### src/rtl/freq_gate_ctrl.sv
// Gate-window controller and result latch for the equal-precision frequency
// counter. Opens the counter gate (clk_en) for a programmable number of
// clk_100M cycles, waits for the counter's is_count gate to close, lets the
// counter outputs settle, then captures both counts and raises a sticky done.
module freq_gate_ctrl #(
  parameter int unsigned GATE_DEFAULT   = 100000000,
  parameter int unsigned TIMEOUT_CYCLES = 200000000,
  parameter int unsigned SETTLE_CYCLES  = 4
) (
  input  logic        clk_100M,
  input  logic        rst_n,
  input  logic        start,
  input  logic [31:0] gate_len,
  input  logic        clr_done,
  input  logic        is_count,
  input  logic [31:0] base_count,
  input  logic [31:0] test_count,
  output logic        clk_en,
  output logic        busy,
  output logic        done,
  output logic        timeout,
  output logic [31:0] base_latched,
  output logic [31:0] test_latched
);

  typedef enum logic [1:0] {
    IDLE,
    GATE,
    DRAIN,
    SETTLE
  } state_t;

  localparam logic [31:0] GATE_LOAD    = 32'(GATE_DEFAULT - 1);
  localparam logic [31:0] TIMEOUT_LOAD = 32'(TIMEOUT_CYCLES - 1);
  localparam logic [31:0] SETTLE_LOAD  = 32'(SETTLE_CYCLES - 1);

  state_t      state, state_nxt;
  logic [31:0] cnt, cnt_nxt;
  logic        seen_rise, seen_nxt;
  logic        done_nxt, timeout_nxt;
  logic        capture;
  logic        s1, s2, s3;
  logic        rise, fall;

  assign rise = s2 & ~s3;
  assign fall = ~s2 & s3;

  // Bring the test-domain gate into clk_100M and keep one extra stage for edges.
  always_ff @(posedge clk_100M or negedge rst_n) begin
    if (!rst_n) begin
      s1 <= 1'b0;
      s2 <= 1'b0;
      s3 <= 1'b0;
    end else begin
      s1 <= is_count;
      s2 <= s1;
      s3 <= s2;
    end
  end

  // Control state, shared down-counter, sticky flags and capture registers.
  always_ff @(posedge clk_100M or negedge rst_n) begin
    if (!rst_n) begin
      state        <= IDLE;
      cnt          <= '0;
      seen_rise    <= 1'b0;
      done         <= 1'b0;
      timeout      <= 1'b0;
      base_latched <= '0;
      test_latched <= '0;
    end else begin
      state     <= state_nxt;
      cnt       <= cnt_nxt;
      seen_rise <= seen_nxt;
      done      <= done_nxt;
      timeout   <= timeout_nxt;
      if (capture) begin
        base_latched <= base_count;
        test_latched <= test_count;
      end
    end
  end

  // Next-state, counter and flag logic; a set event overrides clr_done.
  always_comb begin
    state_nxt   = state;
    cnt_nxt     = cnt;
    seen_nxt    = seen_rise;
    done_nxt    = done;
    timeout_nxt = timeout;
    capture     = 1'b0;
    clk_en      = 1'b0;
    busy        = (state != IDLE);

    if (clr_done) begin
      done_nxt    = 1'b0;
      timeout_nxt = 1'b0;
    end

    case (state)
      IDLE: begin
        if (start) begin
          cnt_nxt     = (gate_len == '0) ? GATE_LOAD : (gate_len - 32'd1);
          seen_nxt    = 1'b0;
          done_nxt    = 1'b0;
          timeout_nxt = 1'b0;
          state_nxt   = GATE;
        end
      end
      GATE: begin
        clk_en = 1'b1;
        if (rise) seen_nxt = 1'b1;
        if (cnt == '0) begin
          cnt_nxt   = TIMEOUT_LOAD;
          state_nxt = DRAIN;
        end else begin
          cnt_nxt = cnt - 32'd1;
        end
      end
      DRAIN: begin
        if (rise) seen_nxt = 1'b1;
        // A fall without a prior rise belongs to a gate opened before start.
        if (fall && seen_rise) begin
          cnt_nxt   = SETTLE_LOAD;
          state_nxt = SETTLE;
        end else if (cnt == '0) begin
          timeout_nxt = 1'b1;
          state_nxt   = IDLE;
        end else begin
          cnt_nxt = cnt - 32'd1;
        end
      end
      SETTLE: begin
        if (cnt == '0) begin
          capture   = 1'b1;
          done_nxt  = 1'b1;
          state_nxt = IDLE;
        end else begin
          cnt_nxt = cnt - 32'd1;
        end
      end
      default: state_nxt = IDLE;
    endcase
  end

endmodule

### config.mk
export PLATFORM = sky130hd
export DESIGN_NAME = freq_gate_ctrl
export DESIGN_NICKNAME = d
export VERILOG_FILES = /design/src/rtl/freq_gate_ctrl.sv
export SDC_FILE = /design/constraint.sdc
export NUM_CORES = 1
export LEC_CHECK = 0
export CAP_MARGIN = 30
export CORE_MARGIN = 1.5
export CORE_UTILIZATION = 26
export DETAILED_ROUTE_END_ITERATION = 8
export PLACE_DENSITY = 0.54
export SKIP_LAST_GASP = 1
export SYNTH_ARGS = -nofsm -noshare
export SYNTH_HDL_FRONTEND = slang
export SYNTH_SLANG_ARGS = --single-unit
### constraint.sdc
create_clock -name clk_100M -period 6.8 [get_ports clk_100M]
set_clock_uncertainty 0.2 [all_clocks]
set_input_delay 0.68 -clock clk_100M [delete_from_list [all_inputs] [get_ports clk_100M]]
set_output_delay 0.68 -clock clk_100M [all_outputs]
set_load 0.03 [all_outputs]
==> reports/results.tsv, run 1 <==
metric	value	unit
status	complete, no violations	
synth_cells	565	
die_area	22800	um^2
slew_viol_final	0	
cap_violations	0	
setup.worst_path.start_class	register	
ios	169	
cts.path.max_buffers	2	
grt_overflow	0	
grt.total_usage	15.6	%
rsz0062_at_grt	no	
path_clk_slew	0.07	ns
die_h	151	um
syn2layout_area_growth	40.4	%
drt-initial-drc-count	293	
ctsResizeCount	0	
synth_top_family_by_area	simple AND/OR/NAND/NOR gates	
io_buffer_count	168	
die_w	151	um
synth_area	5710	um^2
hold_viol_final	0	
htreeDepth	3	
ys.flop_type	dfrtp_1	
gp_congestion	0.876	
root_buffer	clkbuf_16	
cts_tree	built	
synth_compound_area_share	12.5	%
worstPathMaxFanout	16	
post_cts_buffers	0	
slew_headroom	42.4	%
diodes	0	
dp_hpwl	13.0	mm
max_freq	0.284	GHz
grt_pass1_vias	4826	
ant_nets	0	
clk_latency	0.35	ns
drc	0	
drive_above_1_share	14.8	%
syn-num-nets	673	
core_area	21700	um^2
setup_tns	0	ns
synth-edff-count	0	
placedCellCount	997	
antenna_found_initial	0	
p_leak	3.18	nW
yosysWarnings	0	
wl_per_cell	17.5	um
dr.pass1.iters	5	
tightest_slew	0.859	ns
seq_area_frac_synth	45.6	%
cts_buffers	9	
synth_mux_area_share	13.9	%
rows	54	
synthSimpleGateAreaFrac	19.9	%
grt_pass1_wl	27.4	mm
synth_fa_ha_area_share	1.53	%
grt_max_degree	65	
rrSetupSlack	3.36	ns
start_util	26.3	%
period_minus_slack	3.52	ns
clock-sinks	104	
path_class	register to primary output	
ys_seq_elements	104	
synth_xor_area_share	4.30	%
hold_path.class	register to register	
setup-violations-final	0	
final_cells	1012	
critPathRequiredTime	5.92	ns
critPathArrivalTime	2.64	ns
cp-end-kind	primary output	
min_period_over_period	51.7	%
synth_cell_types	60	
cts_hold_buf	0	
routed_wl	17.7	mm
num_vias	5010	
p_total	0.00264	W
nNetsFinal	836	
vdd_drop_max	0.133	mV
powerDensity	330	nW/um^2
routed_via_density	4.95	
synth_async_sr_flop_share	100	%
synth.avg_cell_area	10.1	um^2
## per-layer routing
metal  track usage, %  wire [um]  vias to the layer above
met2             25.4       8700                      113
met1             21.4       8110                     2463
met3             2.74        631                       17
met5                0          0                        -
met4             3.83        265                        0
li1                 -          -                     2417
## path summary, 6_finish.rpt
path / from / end / cells past startpoint
worst max-delay path: state[0] / busy / 4
worst min-delay path: s1 / s2 / 0
worst max register to register: cnt[0] / cnt[0] / 11
worst min register to register: s1 / s2 / 0
max in group asynchronous: rst_n / cnt[2] / 2
min in group asynchronous: rst_n / base_latched[2] / 1
## metrics by stage
stage | hold WS [ns] | util, % | area (um^2) | setup slack [ns]
floorplan | 0.131 | - | 5710 | 3.90
global placement | 0.134 | 35.4 | 7680 | 3.17
detailed placement | 0.141 | 35.5 | 7710 | 3.13
CTS | 0.158 | 36.9 | 8010 | 3.28
global route | 0.170 | 36.9 | 8010 | 3.03
finish | 0.153 | 36.9 | 8010 | 3.28
## cell usage after synthesis, types with 8 or more instances
cell type	instances	share of area [%]
xor2_1	14	2.1
dfrtp_1	104	46
nand2_1	39	2.6
nand2b_1	8	0.88
a21oi_1	32	2.8
nor3_1	26	2.3
xnor2_1	14	2.1
nor2_1	43	2.8
inv_1	9	0.59
or4_1	8	1.1
clkbuf_1	17	1.1
nor4_1	21	2.3
or3_1	12	1.3
nand3_1	11	0.96
o21ai_0	44	3.9
mux2_2	66	13
## flip-flops by register name (all words and copies together), names as in the netlist
signal        count
done              1
test_latched     32
s3                1
cnt              32
s1                1
base_latched     32
s2                1
timeout           1
state             2
seen_rise         1
## where the power goes
| group | internal (W) | switching [W] |
|---|---|---|
| Clock | 0.000297 | 0.000244 |
| Combinational | 0.000467 | 0.000739 |
| Sequential | 0.000761 | 0.000136 |
## layout by cell type, fill, tap and decap left out, types with 9 or more instances in the layout
master	instances
clkbuf_16	9
nand3_1	11
nor4_1	21
nand2_1	38
inv_1	9
or3_1	12
xnor2_1	14
a21oi_1	32
nor3_1	26
mux2_2	66
o21ai_0	44
nor2_1	43
clkdlybuf4s50_1	167
dfrtp_1	104
xor2_1	14
## critical path: stages (launching register included)
cell and delay [ns]:
dfrtp_1 0.41, inv_1 0.11, ha_1 0.62, inv_1 0.44, clkdlybuf4s50_1 0.70
## logic make-up (layout without fill, tap and decap cells)
logic type	count (synthesis)	count (layout)
adders and majority gates	7	7
AOI/OAI and AO/OA	119	119
xor gates and xnor gates	28	28
DFF	104	104
and+or+nand+nor	205	205
muxes	71	71
buffers and inverters	31	198
## area by class of cell
type,count,area [um^2]
Inverter,10,37.5
Clock buffer,10,239
Multi-Input combinational cell,430,2980
Clock inverter,5,63.8
Sequential cell,104,2600
Fill cell,2200,13700
Timing Repair Buffer,173,1740
Tap cell,280,350
(Power assumes the default switching activity.)
==> inputs of run 2 (changes only) <==
Settings changed: PLACE_DENSITY 0.54 to 0.56.
Clock period 6.8 ns to 3.2 ns, I/O delays scaled along.
==> reports/results.tsv, run 2 (synthesis gave the netlist of run 1 again) <==
metric	value	unit	change
wl_met1	7.72	mm	was 8.11 mm
cts_tree	built		unchanged
layout_commonest_cell	clkdlybuf4s50_1		unchanged
hold_viol_final	0		unchanged
worstPathMaxFanout	16		unchanged
slew_viol_final	0		unchanged
setup-violations-final	0		unchanged
clock-sinks	104		unchanged
maxUsedRoutingLayer	met4		unchanged
critPathArrivalTime	2.41	ns	was 2.64 ns
io_buffer_count	168		unchanged
period_minus_slack	2.93	ns	
syn2layout_area_growth	44.2	%	was 40.4%
wl_met3	669	um	was 631 um
routed_wl	17.5	mm	was 17.7 mm
grt_overflow	0		unchanged
die_h	151	um	unchanged
drive_above_1_share	17.9	%	was 14.8%
grt_max_degree	65		unchanged
nNetsFinal	864		was 836
critPathRequiredTime	2.68	ns	was 5.92 ns
cts_hold_buf	1		was 0
core_area	21700	um^2	unchanged
vdd_drop_max	0.314	mV	was 0.133 mV
tightest_slew	0.670	ns	was 0.859 ns
wl_per_cell	16.8	um	was 17.5 um
finalWorstSetupSlack	0.272	ns	was 3.28 ns
start_util	26.3	%	unchanged
path_clk_slew	0.08	ns	was 0.07 ns
num_vias	5128		was 5010
htreeDepth	3		unchanged
rsz0062_at_grt	no		unchanged
ant_nets	0		unchanged
final_cell_mix	clkdlybuf4s50_1, dfrtp_1, mux2_2, o21ai_0, nor2_1		unchanged
hold_path.class	register to register		unchanged
die_w	151	um	unchanged
drc	0		unchanged
die_area	22800	um^2	unchanged
crit_slowest_cell	clkdlybuf4s50_1		unchanged
root_buffer	clkbuf_16		unchanged
cts.path.max_buffers	2		unchanged
crit_chain	inv_1, ha_1, buf_4, inv_1, clkdlybuf4s50_1		was inv_1, ha_1, inv_1, clkdlybuf4s50_1
dr_wl_met2	8.73	mm	was 8.70 mm
grt_pass1_vias	5048		was 4826
reg_top3	base_latched: 32 flops, cnt: 32 flops, test_latched: 32 flops		unchanged
clk_latency	0.35	ns	about the same
grt.total_usage	15.5	%	was 15.6%
grt_pass1_wl	27.3	mm	was 27.4 mm
max_freq	0.341	GHz	
cts_buffers	9		unchanged
place_ws	0.0774	ns	was 3.13 ns
slew_headroom	55.3	%	was 42.4%
cp-end-kind	primary output		unchanged
status	complete, no violations		unchanged
drt-initial-drc-count	356		was 293
min_period_over_period	91.5	%	
cpPeakStageDelay	0.77	ns	was 0.70 ns
diodes	0		unchanged
setup_tns	0	ns	unchanged
setup.worst_path.start_class	register		unchanged
ctsResizeCount	0		unchanged
dr.pass1.iters	6		was 5
routed_via_density	4.93		was 4.95
path_common_cell	inv_1		unchanged
powerDensity	692	nW/um^2	was 330 nW/um^2
antenna_found_initial	0		unchanged
path_class	register to primary output		unchanged
post_cts_buffers	0		unchanged
p_leak	3.31	nW	was 3.18 nW
rows	54		unchanged
ios	169		unchanged
gp_congestion	0.860		was 0.876
p_total	0.00569	W	was 0.00264 W
dp_hpwl	13.2	mm	was 13.0 mm
cap_violations	0		unchanged
-- run 2: per-layer routing --
layer / vias up / track usage [%]
met4: 0 / 5.15
met3: 26 / 2.56
met5: - / 0
met1: 2502 / 20.6
li1: 2470 / -
met2: 130 / 25.5
-- run 2: path summary, 6_finish.rpt --
kind,startpoint,end,slack (ns),cells after the start
worst max-delay path,state[0],busy,0.27,5
worst min register to register,s1,s2,0.16,0
max in group asynchronous,rst_n,test_latched[26],1.70,3
worst max register to register,cnt[26],cnt[23],0.43,7
min in group asynchronous,rst_n,base_latched[7],0.35,2
worst min-delay path,s1,s2,0.16,0
-- run 2: stage by stage --
stage	area (um^2)	utilization (%)	hold slack, ns	cells
finish	8230	37.9	0.162	1041
global route	8230	37.9	0.185	1041
CTS	8230	37.9	0.165	1041
detailed placement	7920	36.5	0.146	1024
global placement	7920	36.5	0.132	1024
floorplan	5710	-	-0.176	565
-- run 2: critical path: cells and delay by family, from the launching register on --
family	cells	cell delay [ns]
buffers and inverters	4	1.45
adder cells (fa/ha/maj)	1	0.20
flip-flops	1	0.39
-- run 2: final cells by class --
class | instances | area (um^2)
Inverter | 10 | 37.5
Sequential cell | 104 | 2600
Timing Repair Buffer | 201 | 1950
Tap cell | 280 | 350
Fill cell | 2165 | 13500
Multi-Input combinational cell | 430 | 2980
Clock inverter | 6 | 62.6
Clock buffer | 10 | 239
-- run 2: power by group --
group | total (W) | switching [W] | internal [W]
registers | 0.00192 | 0.000298 | 0.00162
logic | 0.00265 | 0.00155 | 0.00110
clock network | 0.00113 | 0.000557 | 0.000570
